$ cat src/rtl/cmp_track_bank.sv
`default_nettype none
// ============================================================================
// Module      : cmp_track_bank
// Description : Multi-channel compare-and-track register bank. Each channel
//               holds a WIDTH-bit threshold. An accepted sample is compared
//               against its channel's threshold (pre-update value). The
//               threshold is then updated by the sample's mode: LOAD, MAX,
//               CLR or HOLD. A sweep FSM returns every channel to INIT, one
//               channel per cycle, and pulses clr_done when it finishes.
//
// Ports       : clk, rst     - rising-edge clock, async active-high reset
//               in_valid     - sample present
//               in_ready     - bank accepts a sample (high only when idle)
//               in_ch        - target channel
//               in_data      - sample value
//               in_mode      - 0 LOAD, 1 MAX, 2 CLR, 3 HOLD
//               clr_req      - request a full clear sweep (level, idle only)
//               clr_done     - one-cycle pulse at the end of a sweep
//               out_valid    - compare result valid (1-cycle latency)
//               out_ch       - channel of the result
//               out_gt       - registered in_data > threshold
//               gt_vec       - last compare result per channel
//               rd_ch/rd_thr - combinational threshold read port
//
// Build option: CMP_TRACK_SIGNED_EN - when defined, the compare and the MAX
//               update treat data and thresholds as two's-complement signed.
//
// Revision    : 1.0 - initial release
// ============================================================================
module cmp_track_bank #(
    parameter int               WIDTH    = 8,
    parameter int               CHANNELS = 4,
    parameter logic [WIDTH-1:0] INIT     = '0,
    localparam int              CH_W     = $clog2(CHANNELS)
) (
    input  logic                clk,
    input  logic                rst,
    input  logic                in_valid,
    output logic                in_ready,
    input  logic [CH_W-1:0]     in_ch,
    input  logic [WIDTH-1:0]    in_data,
    input  logic [1:0]          in_mode,
    input  logic                clr_req,
    output logic                clr_done,
    output logic                out_valid,
    output logic [CH_W-1:0]     out_ch,
    output logic                out_gt,
    output logic [CHANNELS-1:0] gt_vec,
    input  logic [CH_W-1:0]     rd_ch,
    output logic [WIDTH-1:0]    rd_thr
);

    localparam logic [1:0]      c_MODE_LOAD = 2'd0;
    localparam logic [1:0]      c_MODE_MAX  = 2'd1;
    localparam logic [1:0]      c_MODE_CLR  = 2'd2;
    localparam logic [CH_W:0]   c_CHANNELS  = (CH_W+1)'(CHANNELS);
    localparam logic [CH_W-1:0] c_LAST      = CH_W'(CHANNELS - 1);

    typedef enum logic [1:0] {
        S_IDLE  = 2'd0,
        S_SWEEP = 2'd1,
        S_DONE  = 2'd2
    } state_t;

    state_t          r_state;
    state_t          w_state_nxt;
    logic [CH_W-1:0] r_idx;
    logic [CH_W-1:0] w_idx_nxt;
    logic            w_ready;
    logic            w_done;
    logic            w_sweep;

    logic            w_accept;
    logic            w_ch_ok;
    logic [CH_W-1:0] w_ch_safe;
    logic [WIDTH-1:0] w_thr_cur;
    logic            w_gt;
    logic [WIDTH-1:0] w_thr [CHANNELS];

    logic            r_out_valid;
    logic            r_out_gt;
    logic [CH_W-1:0] r_out_ch;

    function automatic logic f_gt(input logic [WIDTH-1:0] a, input logic [WIDTH-1:0] b);
`ifdef CMP_TRACK_SIGNED_EN
        return $signed(a) > $signed(b);
`else
        return a > b;
`endif
    endfunction

    // ------------------------------------------------------------------
    // Sweep FSM: state register
    // ------------------------------------------------------------------
    always_ff @(posedge clk or posedge rst) begin
        if (rst) begin
            r_state <= S_IDLE;
            r_idx   <= '0;
        end else begin
            r_state <= w_state_nxt;
            r_idx   <= w_idx_nxt;
        end
    end

    // ------------------------------------------------------------------
    // Sweep FSM: next state and Moore outputs
    // ------------------------------------------------------------------
    always_comb begin
        w_state_nxt = r_state;
        w_idx_nxt   = r_idx;
        w_ready     = 1'b0;
        w_done      = 1'b0;
        w_sweep     = 1'b0;
        case (r_state)
            S_IDLE: begin
                w_ready = 1'b1;
                if (clr_req) begin
                    w_state_nxt = S_SWEEP;
                    w_idx_nxt   = '0;
                end
            end
            S_SWEEP: begin
                w_sweep = 1'b1;
                if (r_idx == c_LAST) begin
                    w_state_nxt = S_DONE;
                    w_idx_nxt   = '0;
                end else begin
                    w_idx_nxt = r_idx + CH_W'(1);
                end
            end
            S_DONE: begin
                w_done      = 1'b1;
                w_state_nxt = S_IDLE;
            end
            default: begin
                w_state_nxt = S_IDLE;
                w_idx_nxt   = '0;
            end
        endcase
    end

    assign in_ready = w_ready;
    assign clr_done = w_done;

    // ------------------------------------------------------------------
    // Sample path. Out-of-range channels (non-power-of-2 CHANNELS) are
    // accepted but neither compared nor stored; the safe index keeps the
    // threshold read inside the array.
    // ------------------------------------------------------------------
    assign w_accept  = in_valid & w_ready;
    assign w_ch_ok   = ({1'b0, in_ch} < c_CHANNELS);
    assign w_ch_safe = w_ch_ok ? in_ch : '0;
    assign w_thr_cur = w_thr[w_ch_safe];
    assign w_gt      = w_ch_ok & f_gt(in_data, w_thr_cur);

    for (genvar g = 0; g < CHANNELS; g++) begin : g_ch
        localparam logic [CH_W-1:0] c_ID = CH_W'(g);

        logic [WIDTH-1:0] r_thr;
        logic             r_gt;
        logic             w_hit;
        logic             w_clr;

        assign w_hit = w_accept & w_ch_ok & (in_ch == c_ID);
        assign w_clr = w_sweep & (r_idx == c_ID);

        // Accept and sweep never coincide (accept needs the idle state),
        // so the priority between them is immaterial.
        always_ff @(posedge clk or posedge rst) begin
            if (rst) begin
                r_thr <= INIT;
                r_gt  <= 1'b0;
            end else if (w_clr) begin
                r_thr <= INIT;
                r_gt  <= 1'b0;
            end else if (w_hit) begin
                r_gt <= w_gt;
                case (in_mode)
                    c_MODE_LOAD: r_thr <= in_data;
                    c_MODE_MAX:  if (w_gt) r_thr <= in_data;
                    c_MODE_CLR:  r_thr <= INIT;
                    default:     r_thr <= r_thr;
                endcase
            end
        end

        assign w_thr[g]  = r_thr;
        assign gt_vec[g] = r_gt;
    end

    // ------------------------------------------------------------------
    // Registered compare result
    // ------------------------------------------------------------------
    always_ff @(posedge clk or posedge rst) begin
        if (rst) begin
            r_out_valid <= 1'b0;
            r_out_gt    <= 1'b0;
            r_out_ch    <= '0;
        end else begin
            r_out_valid <= w_accept;
            if (w_accept) begin
                r_out_gt <= w_gt;
                r_out_ch <= in_ch;
            end
        end
    end

    assign out_valid = r_out_valid;
    assign out_gt    = r_out_gt;
    assign out_ch    = r_out_ch;

    // Read port shows stored contents, so a same-cycle write is not visible
    // until after the clock edge.
    assign rd_thr = ({1'b0, rd_ch} < c_CHANNELS) ? w_thr[rd_ch] : '0;

endmodule
`default_nettype wire

$ cat config.mk
export PLATFORM = sky130hd
export DESIGN_NAME = cmp_track_bank
export DESIGN_NICKNAME = d
export VERILOG_FILES = /design/src/rtl/cmp_track_bank.sv
export SDC_FILE = /design/constraint.sdc
export NUM_CORES = 1
export LEC_CHECK = 0
export CORE_MARGIN = 3
export CORE_UTILIZATION = 57
export CTS_BUF_LIST = sky130_fd_sc_hd__clkbuf_4 sky130_fd_sc_hd__clkbuf_8
export DETAILED_ROUTE_END_ITERATION = 8
export PLACE_DENSITY = 0.83
export SYNTH_ARGS = -nofsm -noshare
export SYNTH_HDL_FRONTEND = slang
export SYNTH_SLANG_ARGS = --single-unit
$ cat constraint.sdc
create_clock -name clk -period 2.63 [get_ports clk]
set_clock_uncertainty 0.05 [all_clocks]
set_input_delay 0.789 -clock clk [delete_from_list [all_inputs] [get_ports clk]]
set_output_delay 0.789 -clock clk [all_outputs]
set_load 0.03 [all_outputs]
==> flow_summary_export.csv <==
group,metric,value,unit
critical_path,worstPathArrival,3.01,ns
drt,num_vias,2582,
clock_tree,numCtsBuffers,5,
placed_design,place_hpwl,5.20,mm
clock_tree,cts_root_buffer,"clkbuf_8",
yosys,yosys_most_used_dff,"dfrtp_1",
sta,hold_violations,0,
critical_path,critical_path_depth,12,
yosys,async_flop_share,100,%
floorplan,ioPinCount,36,
layout,drive_gt1_share,45.9,%
layout,layout_common_cells,"51 x nand2_1, 44 x dfrtp_1, 29 x buf_4, 23 x clkdlybuf4s50_1, 17 x o22ai_2",
sta,relSlewSlack,61.6,%
min_path,whs_path_depth,2,
placed_design,port_buffers,35,
critical_path,reg2reg_depth,10,
power,p_leak,1.63,nW
power,peakVddDrop,0.757,mV
critical_path,critPathLaunchType,"input pin",
clock_tree,cts.path.max_buffers,2,
sta,post-route-min-period,2.89,ns
yosys,syn-cell-area,2630,sq um
critical_path,worstPathMaxFanout,8,
layout,diodes,0,
layout,final_util,88.8,%
layout,final_area,3920,sq um
floorplan,dieArea,5470,sq um
drt,first_pass_iters,5,
grt,grt.total_usage,36.6,%
yosys,synth-seq-cells,44,
clock_tree,clock_sinks,44,
yosys,yosysWarnings,0,
run_status,status,"finished with violations",
clock_tree,htreeDepth,2,
power,power.density,870,nW/um^2
drt,wl_per_cell,27.1,um
yosys,synthSimpleGateAreaFrac,15.5,%
flow_run,maxCapViolCount,0,
clock_tree,path_clk_slew,0.08,ns
yosys,synth-xor-area-share,0,%
sta,setup_ws,-0.256,ns
critical_path,required,2.75,ns
yosys,netlist_instances,237,
critical_path,cp_cell_sequence,"buf_8, buf_12, mux4_2, inv_2, ha_4, nor2b_4, o211ai_1, buf_4, a211o_4, a31oi_4, buf_12, o22ai_2",
floorplan,start_util,59.6,%
drt,antenna_left,0,
floorplan,core_region_area,4410,sq um
floorplan,die_y,73.9,um
floorplan,die_x,73.9,um
sta,slew_violations,0,
drt,wl,9.97,mm
yosys,syn_nets,267,
clock_tree,cts_tree,"yes",
critical_path,critical_path.most_common_cell,"buf_12",
critical_path,cpPeakStageDelay,0.54,ns
grt,first_global_vias,2650,
yosys,syn_avg_cell_area,11.1,sq um
yosys,synth-compound-area-share,17.8,%
placed_design,placed_area,3400,sq um
drt,drc,0,
grt,antenna_found_initial,0,
placed_design,place_inst,353,
sta,rsz0062_at_grt,"yes",
sta,setup_viol,37,
placed_design,gp_congestion,0.864,
sta,timing.fmax,346,MHz
yosys,synth_top_family_by_area,"compound AO/OA/AOI/OAI gates",
min_path,min_path_type,"flop to flop",
run_status,violations,"negative setup slack",
yosys,synth_adder_area_share,5.71,%
yosys,synth_cell_types,32,
grt,grt_max_degree,45,
yosys,ys_seq_area_share,41.8,%
sta,worst_slew_pin_slew,0.576,ns
layout,final_common_cell,"nand2_1",
critical_path,crit_path_top_delay_cell,"mux4_2",
critical_path,cp.buffers_inverters,5,
drt,initialDrtViolationCount,291,
drt,viasPerCell,7.02,
critical_path,crit_type,"input pin to flop",
layout,area_delta_synth_final,49.0,%
critical_path,critPathTopFamily,"compound AO/OA/AOI/OAI gates",
layout,final_cells,368,
grt,gr-total-overflow,0,
yosys,synth_mux_area_share,14.1,%
critical_path,end_kind,"flop",
layout,nFillCells,166,
sta,post-route-period-util,110,%
layout,nNetsFinal,345,
floorplan,rows,24,
clock_tree,clkLatencyLatePin,0.31,ns
yosys,synth_edf_count,0,
grt,grt_pass1_wl,14.3,mm
-- final timing paths --
kind	slack [ns]	to	from
setup / recovery	-0.26	g_ch[0].r_thr[5]$_DFFE_PP0P_	in_ch[0]
hold / removal	0.44	out_ch[0]$_DFFE_PP0P_	out_ch[0]$_DFFE_PP0P_
setup reg to reg	0.04	g_ch[0].r_thr[5]$_DFFE_PP0P_	g_ch[3].r_thr[1]$_DFFE_PP0P_
hold reg to reg	0.44	out_ch[0]$_DFFE_PP0P_	out_ch[0]$_DFFE_PP0P_
max in group asynchronous	1.23	g_ch[1].r_thr[5]$_DFFE_PP0P_	rst
min in group asynchronous	0.90	g_ch[1].r_thr[4]$_DFFE_PP0P_	rst
-- layout make-up --
class / instances / area (sq um) / area share (%)
Multi-Input combinational cell: 166 / 1750 / 44.7
Timing Repair Buffer: 82 / 828 / 21.1
Clock buffer: 5 / 68.8 / 1.75
Tap cell: 52 / 65.1 / 1.66
Sequential cell: 44 / 1100 / 28.1
Clock inverter: 3 / 42.5 / 1.08
Inverter: 16 / 61.3 / 1.56
-- cell families after synthesis --
group	after synthesis
flops	44
compound gates	60
simple gates	77
buf+inv	27
fa+ha+maj	12
mux	17
-- cells in the mapped netlist, types with 4 or more instances --
cell type	n	area, sq um
ha_1	12	150
a31oi_4	4	85.1
nand2_1	51	191
buf_4	4	30.0
dfrtp_1	44	1100
nor2_1	4	15.0
o22ai_1	32	200
o21ai_1	10	50.1
mux4_2	16	360
inv_1	15	56.3
o31ai_2	4	50.1
a21oi_1	4	20.0
nand2b_1	8	50.1
-- where the power goes --
group,internal (mW),switching [mW]
combinational,0.772,1.02
sequential,0.894,0.199
clock,0.281,0.245
total,1.95,1.47
-- metal layers --
metal	part of all wire (%)	GRT usage, %	up-vias
met2	48	58.8	222
li1	-	-	1026
met1	34	44.8	1261
met5	0	0	-
met3	11	10.4	73
met4	6.3	20.1	0
-- sequential cells by signal, summed over array words and instances, names as in the netlist --
name	flops
r_idx	2
g_ch.r_thr	32
g_ch.r_gt	4
out_valid	1
out_gt	1
out_ch	2
r_state	2
-- worst reg2reg max path, delay by kind of cell (launching register included) --
kind / cells / cell delay (ns)
flops: 1 / 0.41
compound gates: 4 / 0.77
simple gates: 1 / 0.13
buf+inv: 3 / 0.43
fa+ha+maj: 1 / 0.15
mux: 1 / 0.52
-- per-stage QoR --
step                      power (mW)  worst slack (ns)  TNS, ns  hold WS, ns
after global routing            3.54            -0.309   -10.33        0.480
after CTS                       3.20            -0.110    -3.10        0.445
final                           3.41            -0.256    -8.16        0.439
after detailed placement        2.54             -1.20   -48.43        0.421
after floorplan                 2.00            -0.291    -9.36        0.412
after global placement          2.47             -1.08   -44.84        0.411
-- what timing repair did --
action / 4_1_cts / 5_1_grt
endpoints found under the setup margin: 45 / 37
setup buffers: 5 / 1
gates cloned: 1 / 0
pin swaps: 21 / 13
hold buffers: 0 / 0
gates resized for setup: 106 / 19
(Power assumes the default switching activity.)
